===== src/rtl/div_nr_if.sv =====
// Request/response bundle for the div_nr divider.
// The slave view is the divider itself and the master view is the requester/consumer.
interface div_nr_if #(
  parameter int DW = 8
) ();
  logic          valid_i;
  logic          ready_o;
  logic          tc_mode_i;
  logic [DW-1:0] a_i;
  logic [DW-1:0] b_i;
  logic          valid_o;
  logic          ready_i;
  logic [DW-1:0] q_o;
  logic [DW-1:0] r_o;
  logic          dz_o;
  logic          ov_o;

  modport slave (
    input  valid_i, tc_mode_i, a_i, b_i, ready_i,
    output ready_o, valid_o, q_o, r_o, dz_o, ov_o
  );

  modport master (
    output valid_i, tc_mode_i, a_i, b_i, ready_i,
    input  ready_o, valid_o, q_o, r_o, dz_o, ov_o
  );
endinterface


===== src/rtl/div_nr.sv =====
// Iterative radix-2 non-restoring divider, one quotient bit per cycle, signed or unsigned.
// Optional macro MATH_DIV_EARLY_EXIT_EN skips the iterations for dz, ov and |a| < |b|.
module div_nr #(
  parameter int DW = 8
) (
  input  logic     clk_i,
  input  logic     rst_i,
  div_nr_if.slave  bus
);
  localparam int CW = $clog2(DW);

  typedef enum logic [2:0] {S_IDLE, S_PREP, S_CALC, S_POST, S_DONE} state_t;

  state_t        state_q, state_d;
  logic          tc_q, tc_d;
  logic [DW-1:0] a_q, a_d;
  logic [DW-1:0] b_q, b_d;
  logic [DW-1:0] ub_q, ub_d;
  logic [DW-1:0] dq_q, dq_d;
  logic [DW:0]   pr_q, pr_d;
  logic [CW-1:0] cnt_q, cnt_d;
  logic          sq_q, sq_d;
  logic          sr_q, sr_d;
  logic          dz_q, dz_d;
  logic          ov_q, ov_d;
  logic [DW-1:0] q_q, q_d;
  logic [DW-1:0] r_q, r_d;
  logic          dzo_q, dzo_d;
  logic          ovo_q, ovo_d;
`ifdef MATH_DIV_EARLY_EXIT_EN
  logic          lt_q, lt_d;
`endif

  logic [DW-1:0] abs_a, abs_b, rem_mag;
  logic [DW:0]   pr_shift, pr_step, rem_fix;
  logic          dz_now, ov_now;

  assign abs_a  = (tc_q && a_q[DW-1]) ? -a_q : a_q;
  assign abs_b  = (tc_q && b_q[DW-1]) ? -b_q : b_q;
  assign dz_now = (b_q == '0);
  assign ov_now = tc_q && (a_q == {1'b1, {(DW-1){1'b0}}}) && (b_q == '1);

  // dq_q starts as |a| and is shifted left: its MSB feeds the remainder,
  // the freed LSB collects the new quotient bit.
  assign pr_shift = {pr_q[DW-1:0], dq_q[DW-1]};
  assign pr_step  = pr_q[DW] ? (pr_shift + {1'b0, ub_q}) : (pr_shift - {1'b0, ub_q});
  assign rem_fix  = pr_q[DW] ? (pr_q + {1'b0, ub_q}) : pr_q;
  assign rem_mag  = rem_fix[DW-1:0];

  always_comb begin
    state_d = state_q;
    tc_d    = tc_q;
    a_d     = a_q;
    b_d     = b_q;
    ub_d    = ub_q;
    dq_d    = dq_q;
    pr_d    = pr_q;
    cnt_d   = cnt_q;
    sq_d    = sq_q;
    sr_d    = sr_q;
    dz_d    = dz_q;
    ov_d    = ov_q;
    q_d     = q_q;
    r_d     = r_q;
    dzo_d   = dzo_q;
    ovo_d   = ovo_q;
`ifdef MATH_DIV_EARLY_EXIT_EN
    lt_d    = lt_q;
`endif
    case (state_q)
      S_IDLE: begin
        if (bus.valid_i) begin
          tc_d    = bus.tc_mode_i;
          a_d     = bus.a_i;
          b_d     = bus.b_i;
          state_d = S_PREP;
        end
      end
      S_PREP: begin
        ub_d    = abs_b;
        dq_d    = abs_a;
        pr_d    = '0;
        cnt_d   = CW'(DW - 1);
        sq_d    = tc_q & (a_q[DW-1] ^ b_q[DW-1]);
        sr_d    = tc_q & a_q[DW-1];
        dz_d    = dz_now;
        ov_d    = ov_now;
        state_d = S_CALC;
`ifdef MATH_DIV_EARLY_EXIT_EN
        lt_d = (abs_a < abs_b);
        if (dz_now || ov_now || (abs_a < abs_b)) begin
          state_d = S_POST;
        end
`endif
      end
      S_CALC: begin
        pr_d = pr_step;
        dq_d = {dq_q[DW-2:0], ~pr_step[DW]};
        if (cnt_q == '0) begin
          state_d = S_POST;
        end else begin
          cnt_d = cnt_q - 1'b1;
        end
      end
      S_POST: begin
        if (dz_q) begin
          q_d = '1;
          r_d = a_q;
        end else if (ov_q) begin
          q_d = a_q;
          r_d = '0;
`ifdef MATH_DIV_EARLY_EXIT_EN
        end else if (lt_q) begin
          q_d = '0;
          r_d = a_q;
`endif
        end else begin
          q_d = sq_q ? -dq_q : dq_q;
          r_d = sr_q ? -rem_mag : rem_mag;
        end
        dzo_d   = dz_q;
        ovo_d   = ov_q;
        state_d = S_DONE;
      end
      S_DONE: begin
        if (bus.ready_i) begin
          state_d = S_IDLE;
        end
      end
      default: state_d = S_IDLE;
    endcase
  end

  always_ff @(posedge clk_i or posedge rst_i) begin
    if (rst_i) begin
      state_q <= S_IDLE;
      tc_q    <= 1'b0;
      a_q     <= '0;
      b_q     <= '0;
      ub_q    <= '0;
      dq_q    <= '0;
      pr_q    <= '0;
      cnt_q   <= '0;
      sq_q    <= 1'b0;
      sr_q    <= 1'b0;
      dz_q    <= 1'b0;
      ov_q    <= 1'b0;
      q_q     <= '0;
      r_q     <= '0;
      dzo_q   <= 1'b0;
      ovo_q   <= 1'b0;
`ifdef MATH_DIV_EARLY_EXIT_EN
      lt_q    <= 1'b0;
`endif
    end else begin
      state_q <= state_d;
      tc_q    <= tc_d;
      a_q     <= a_d;
      b_q     <= b_d;
      ub_q    <= ub_d;
      dq_q    <= dq_d;
      pr_q    <= pr_d;
      cnt_q   <= cnt_d;
      sq_q    <= sq_d;
      sr_q    <= sr_d;
      dz_q    <= dz_d;
      ov_q    <= ov_d;
      q_q     <= q_d;
      r_q     <= r_d;
      dzo_q   <= dzo_d;
      ovo_q   <= ovo_d;
`ifdef MATH_DIV_EARLY_EXIT_EN
      lt_q    <= lt_d;
`endif
    end
  end

  assign bus.ready_o = (state_q == S_IDLE);
  assign bus.valid_o = (state_q == S_DONE);
  assign bus.q_o     = q_q;
  assign bus.r_o     = r_q;
  assign bus.dz_o    = dzo_q;
  assign bus.ov_o    = ovo_q;
endmodule


===== src/flat_wrapper.sv =====
// flat-port wrapper written by rule: the top's interface ports become plain ports
module div_nr_flat 
#(
  parameter int DW = 8
)
  (clk_i, rst_i, bus_valid_i, bus_tc_mode_i, bus_a_i, bus_b_i, bus_ready_i, bus_ready_o, bus_valid_o, bus_q_o, bus_r_o, bus_dz_o, bus_ov_o);
  div_nr_if #(.DW(DW)) bus_i ();
  input  logic clk_i;
  input  logic rst_i;
  input wire logic [$bits(bus_i.valid_i)-1:0] bus_valid_i;
  input wire logic [$bits(bus_i.tc_mode_i)-1:0] bus_tc_mode_i;
  input wire logic [$bits(bus_i.a_i)-1:0] bus_a_i;
  input wire logic [$bits(bus_i.b_i)-1:0] bus_b_i;
  input wire logic [$bits(bus_i.ready_i)-1:0] bus_ready_i;
  output wire logic [$bits(bus_i.ready_o)-1:0] bus_ready_o;
  output wire logic [$bits(bus_i.valid_o)-1:0] bus_valid_o;
  output wire logic [$bits(bus_i.q_o)-1:0] bus_q_o;
  output wire logic [$bits(bus_i.r_o)-1:0] bus_r_o;
  output wire logic [$bits(bus_i.dz_o)-1:0] bus_dz_o;
  output wire logic [$bits(bus_i.ov_o)-1:0] bus_ov_o;
  assign bus_i.valid_i = bus_valid_i;
  assign bus_i.tc_mode_i = bus_tc_mode_i;
  assign bus_i.a_i = bus_a_i;
  assign bus_i.b_i = bus_b_i;
  assign bus_i.ready_i = bus_ready_i;
  assign bus_ready_o = bus_i.ready_o;
  assign bus_valid_o = bus_i.valid_o;
  assign bus_q_o = bus_i.q_o;
  assign bus_r_o = bus_i.r_o;
  assign bus_dz_o = bus_i.dz_o;
  assign bus_ov_o = bus_i.ov_o;
  div_nr #(.DW(DW)) u_core (.clk_i(clk_i), .rst_i(rst_i), .bus(bus_i));
endmodule

===== config.mk =====
export PLATFORM = sky130hd
export DESIGN_NAME = div_nr_flat
export DESIGN_NICKNAME = d
export VERILOG_FILES = /design/src/rtl/div_nr_if.sv /design/src/rtl/div_nr.sv /design/src/flat_wrapper.sv
export SDC_FILE = /design/constraint.sdc
export NUM_CORES = 1
export LEC_CHECK = 0
export CORE_ASPECT_RATIO = 0.75
export CORE_MARGIN = 2
export CORE_UTILIZATION = 64
export CTS_BUF_LIST = sky130_fd_sc_hd__clkbuf_4
export CTS_CLUSTER_SIZE = 16
export DETAILED_ROUTE_END_ITERATION = 10
export PLACE_DENSITY = 0.87
export SYNTH_ARGS = -nofsm -noshare
export SYNTH_HDL_FRONTEND = slang
export SYNTH_SLANG_ARGS = --single-unit

===== constraint.sdc =====
create_clock -name clk_i -period 9.4 [get_ports clk_i]
set_input_delay 0.94 -clock clk_i [delete_from_list [all_inputs] [get_ports clk_i]]
set_output_delay 0.94 -clock clk_i [all_outputs]
set_load 0.03 [all_outputs]

==> Word level (Yosys, flattened, before mapping) <==
Cells that the tools add are included.
W data, S select, Z words.
{ "totals": {"register_bits": 70, "inputBits": 21, "out_inout_bits": 20, "elab_cells": 67} }
{ "classes": {"addsub": 8, "eq_ne": 10, "n_mux": 18, "n_bitwise": 4, "n_reduce_logical": 11} }
{ "ops": {"columns": ["operator", "count"], "rows": [
  ["$mux W8", 9],
  ["$neg A8 Y8", 4],
  ["$pmux W9 S2", 1],
  ["$eq A8 B8 Y1 const B", 2],
  ["$pmux W8 S2", 1],
  ["$pmux W3 S5", 1],
  ["$mux W3", 4],
  ["$add A9 B8 Y9", 1],
  ["$mux W9", 1],
  ["$sub A9 B8 Y9", 1],
  ["$add A8 B8 Y8", 1],
  ["$logic_not A8 Y1", 1],
  ["$eq A3 B2 Y1 const B", 2],
  ["$logic_not A3 Y1", 2],
  ["$ne A2 B2 Y1 const B", 3],
  ["$pmux W3 S2", 1],
  ["$logic_and A1 B1 Y1", 4],
  ["$reduce_and A2 Y1", 2],
  ["$eq A3 B1 Y1 const B", 1],
  ["$eq A3 B3 Y1 const B", 1],
  ["$reduce_and A3 Y1", 1],
  ["$sub A3 B1 Y3 const B", 1],
  ["$and A1 B1 Y1", 2],
  ["$ne A2 B1 Y1 const B", 1],
  ["3 further kinds", 3]
]} }

==> Depth between registers and ports, before layout <==
{ "depth": {"ltp_word": 6, "mapped_depth": 13, "mapped_depth_nobuf": 12} }

==> Worst setup path before layout <==
Ideal clock, no wire load.
{ "synth_timing": {"kind": "reg-to-reg", "start": "register u_core.pr_q[8]", "end": "register u_core.pr_q[8]", "setup_time_ns": 0.121, "arrival_time_ns": 2.979, "t_required_ns": 9.279, "setup_slack_ns": 6.300, "stages_incl_launch_ff": 13, "n_path_buf": 3, "synth_period_minus_slack_ns": 3.100, "path_cell_list": "dfrtp_1 -> clkbuf_1 -> clkbuf_1 -> clkbuf_1 -> mux2_2 -> fa_1 -> a21o_1 -> a21oi_1 -> o21bai_1 -> a21oi_1 -> a21oi_1 -> xnor2_1 -> a22o_1"} }
{ "synth_via": {"elab_chain_cells": 2} }
{ "synth_rtl": {"columns": ["item", "line", "rtl"], "rows": [
  ["start, declared", "div_nr.sv:20", "logic [DW:0] pr_q, pr_d;"],
  ["start signal, assigned", "div_nr.sv:162", "pr_q <= pr_d;"],
  ["$mux W9", "div_nr.sv:46", "assign pr_step = pr_q[DW] ? (pr_shift + {1'b0, ub_q}) : (pr_shift - {1'b0, ub_q});"],
  ["$pmux W9 S2", "div_nr.sv:70", "case (state_q)"]
]} }
Every way passes these cells.
A chain may end at the register's enable or synchronous reset.

==> Worst setup path in the final report <==
Same ends and word-level chain as after synthesis.

==> run metrics <==
origin of the worst min-delay path=u_core.bus.q_o[4]; instance count along the most critical hold path=2; register-to-register setup slack=6.40 ns; area of the multi-input gates=2381 um2; number of design-rule violations left by the first detailed-router iteration=291; pwr/cell area=416.7 nW/um2; number of distinct library cell variants in the gate-level netlist after synthesis=51; Post-synth EDFFs=0; number of antenna violations at the first check in global routing=0; buffer and inverter count on the worst path=0; met3 routing resource usage after global routing=6.964%; Hold Violations, Final=0; Worst path top cell family by delay=compound AO/OA/AOI/OAI gates; critical path fanouts, max=24; number of vias per cell=6.035; antenna violation net count after detailed routing=0; layout filler cell count=454; share of async-settable or async-resettable flops after synthesis=100.0%; most common flop cell mapped by yosys=sky130_fd_sc_hd__dfrtp_1; synthesized area per cell=9.435 um2; GPL Wtd Cong=0.8999; critical-path cell with the highest stage delay=sky130_fd_sc_hd__dfrtp_1; sequence of cells on the critical path=mux2_2 -> fa_1 -> a21o_1 -> a21oi_1 -> o21bai_1 -> a21oi_1 -> a21oi_1 -> xnor2_1 -> a22o_1; number of cells upsized or downsized after cts=0; commonest cells after routing, fill and taps aside=70 x sky130_fd_sc_hd__dfrtp_1, 53 x sky130_fd_sc_hd__nand2_1, 41 x sky130_fd_sc_hd__nor2_1; ports placed on the boundary=41; via total after detailed routing=3,464; unrepaired setup endpoints after global routing=false; instance area after placement=4736 um2; clk slew on worst S/H paths=0.11 ns; Hold Path Class=reg2reg; number of pins with negative max-slew slack in the final report=0; kind of end point of the critical path=flop; upper clock frequency limit=0.3335 GHz; layout net count=534; Worst Reg-to-Reg Cells=9; yosys synthesis warning count=0; peak-usage layer in the global routing report=met2; cell type contributing the most total cell area after synthesis=sky130_fd_sc_hd__dfrtp_1; reg-to-reg critical path endpoint=u_core.pr_q[8]; Crit path largest cell delay=0.86 ns; max-cap violations=0; outcome=complete, no violations; sequential share of the synthesized area=40.98%; Die W=98.36 um; CTS Root Buffer Type=sky130_fd_sc_hd__clkbuf_4; full die area=7354 um2; top area cells in the synthesized netlist=sky130_fd_sc_hd__dfrtp_1 41%, sky130_fd_sc_hd__ha_1 6.7%, sky130_fd_sc_hd__mux2_2 5.8%, sky130_fd_sc_hd__xnor2_1 5.7%, sky130_fd_sc_hd__nand2_1 4.7%; top cell type's share of synthesized area=40.98%; fraction of met2 tracks used by global routing=43.99%; number of core rows=25; H-tree depth=3; total overflow reported by the global router=0; data arrival at the endpoint of the critical path=3.29 ns; CP Class=reg2reg; most frequent CP cell=sky130_fd_sc_hd__a21oi_1; Initial Util=66.98%; post-synthesis register bit count=70; netlist area before placement=4274 um2; Finish-stage setup viols=0; number of I/O port buffers=40; standard cell core area=6381 um2; drt drc=0; nature of the critical path startpoint=flop; VDD IR-drop max=0.2191 mV; Post-Syn Nets=499; vias in the first global route=3,356; leakage=2.201 nW; drt wl/cell=16.79 um; share of the clock period used by the worst path after layout=31.90%; Setup Total Neg Slack=0 ns; global routing usage summed across all routing layers=28.39%; number of instances in the synthesized netlist=453; reg-to-reg critical path startpoint=u_core.pr_q[8]; Sink Count=70; worst setup skew after layout=0.01516 ns; footprint of the flip-flops and latches=1752 um2; CP Data Required Time=9.69 ns; P&R area growth vs syn=14.02%; worst-margin pin slew=1.092 ns; wire length of the first global-routing pass=16,270 um; total setup buffers inserted after CTS=0; chip height=74.77 um; worst hold path endpoint=u_core.bus.q_o[4]; hold bufs inserted after CTS=0; hpwl dp=7101 um; shortest period the worst path allows=2.998 ns; normalized max-slew margin=26.90%; met1 layer usage reported by global route=40.24%; most common library cell in the layout ignoring fill and taps=sky130_fd_sc_hd__dfrtp_1; First-pass DRT Iterations=5; latest clock arrival within the worst-skew pair=0.41 ns; Total Wirelength=9639 um; clk buf depth=2; total CTS buffers=9; proportion of layout cells with a drive suffix above 1=10.75%; maximum number of pins on one net before global-route repair=71; final cell area excluding filler cells=4873 um2; TritonCTS clock tree=done; final antenna diode count=0
-- where the power goes --
part	switching (mW)	total [mW]	internal (mW)
sequential	0.212	0.646	0.435
combinational	0.634	1.19	0.559
clock	0.101	0.191	0.0894
total	0.947	2.03	1.08
-- stage by stage --
| stage | worst slack [ns] | utilization, % | hold WS (ns) | total power [mW] | instances |
|---|---|---|---|---|---|
| global placement | 6.482 | 74.22 | 0.4627 | 1.762 | 558 |
| floorplan | 6.300 | - | 0.4819 | 1.509 | 453 |
| CTS | 6.435 | 76.37 | 0.4964 | 2.018 | 574 |
| global route | 6.181 | 76.37 | 0.5214 | 2.197 | 574 |
| detailed placement | 6.452 | 74.22 | 0.4706 | 1.822 | 558 |
| finish | 6.402 | 76.37 | 0.4919 | 2.031 | 574 |
-- kinds of logic (layout without fill, tap and decap cells) --
kind of cell,after synthesis,count (layout),synth area share [%]
AO/OA/AOI/OAI,114,114,17.71
XOR/XNOR,40,40,8.548
adder cells (fa/ha/maj),25,25,7.670
buffers and inverters,39,79,3.425
flip-flops,70,70,40.98
multiplexers,30,30,7.699
AND/OR/NAND/NOR,135,135,13.96
-- registers in the layout (all words and copies together) (netlist names), 8 cells and up --
signal,flops
u_core.a_q,8
u_core.b_q,8
u_core.bus.q_o,8
u_core.bus.r_o,8
u_core.dq_q,8
u_core.pr_q,9
u_core.ub_q,8
-- worst max-delay path by stage --
stage / cells past startpoint / to / slack (ns) / from
after floorplan: 12 / u_core.pr_q[8] / 6.30 / u_core.pr_q[8]
after global placement: 9 / u_core.pr_q[8] / 6.48 / u_core.pr_q[8]
after detailed placement: 9 / u_core.pr_q[8] / 6.45 / u_core.pr_q[8]
after CTS: 9 / u_core.pr_q[8] / 6.44 / u_core.pr_q[8]
after global routing: 9 / u_core.dq_q[0] / 6.18 / u_core.pr_q[8]
final: 9 / u_core.pr_q[8] / 6.40 / u_core.pr_q[8]
-- tightest hold or removal path: stages (launching register included) --
cell and delay (ns):
sky130_fd_sc_hd__dfrtp_1 0.36, sky130_fd_sc_hd__nand2_1 0.04, sky130_fd_sc_hd__o21ai_0 0.06
-- Yosys cell counts (5+ instances only) --
library cell and number:
sky130_fd_sc_hd__dfrtp_1 70, sky130_fd_sc_hd__nand2_1 53, sky130_fd_sc_hd__nor2_1 41, sky130_fd_sc_hd__o21ai_0 33
sky130_fd_sc_hd__xnor2_1 28, sky130_fd_sc_hd__ha_1 23, sky130_fd_sc_hd__mux2_2 22, sky130_fd_sc_hd__a21oi_1 20
sky130_fd_sc_hd__inv_1 19, sky130_fd_sc_hd__clkbuf_1 18, sky130_fd_sc_hd__nor3_1 11, sky130_fd_sc_hd__xor2_1 11
sky130_fd_sc_hd__a22o_1 8, sky130_fd_sc_hd__a22oi_1 7, sky130_fd_sc_hd__mux2i_1 7, sky130_fd_sc_hd__nand3_1 7
sky130_fd_sc_hd__a21o_1 6, sky130_fd_sc_hd__o31ai_1 6, sky130_fd_sc_hd__a31oi_1 5, sky130_fd_sc_hd__o221ai_1 5
-- final cells by class --
| type | count | share of cell area, % |
|---|---|---|
| Clock inverter | 4 | 0.9756 |
| Sequential cell | 70 | 35.94 |
| Inverter | 19 | 1.463 |
| Timing Repair Buffer | 44 | 8.832 |
| Multi-Input combinational cell | 344 | 48.86 |
| Tap cell | 81 | 2.080 |
| Clock buffer | 12 | 1.849 |
-- routing by layer --
| layer | vias to the layer above | share of wire, % |
|---|---|---|
| li1 | 1664 | - |
| met1 | 1648 | 47 |
| met2 | 131 | 45 |
| met3 | 21 | 6.3 |
| met4 | 0 | 1.8 |
| met5 | - | 0 |
Note: power is estimated with default switching activity, not from simulation.
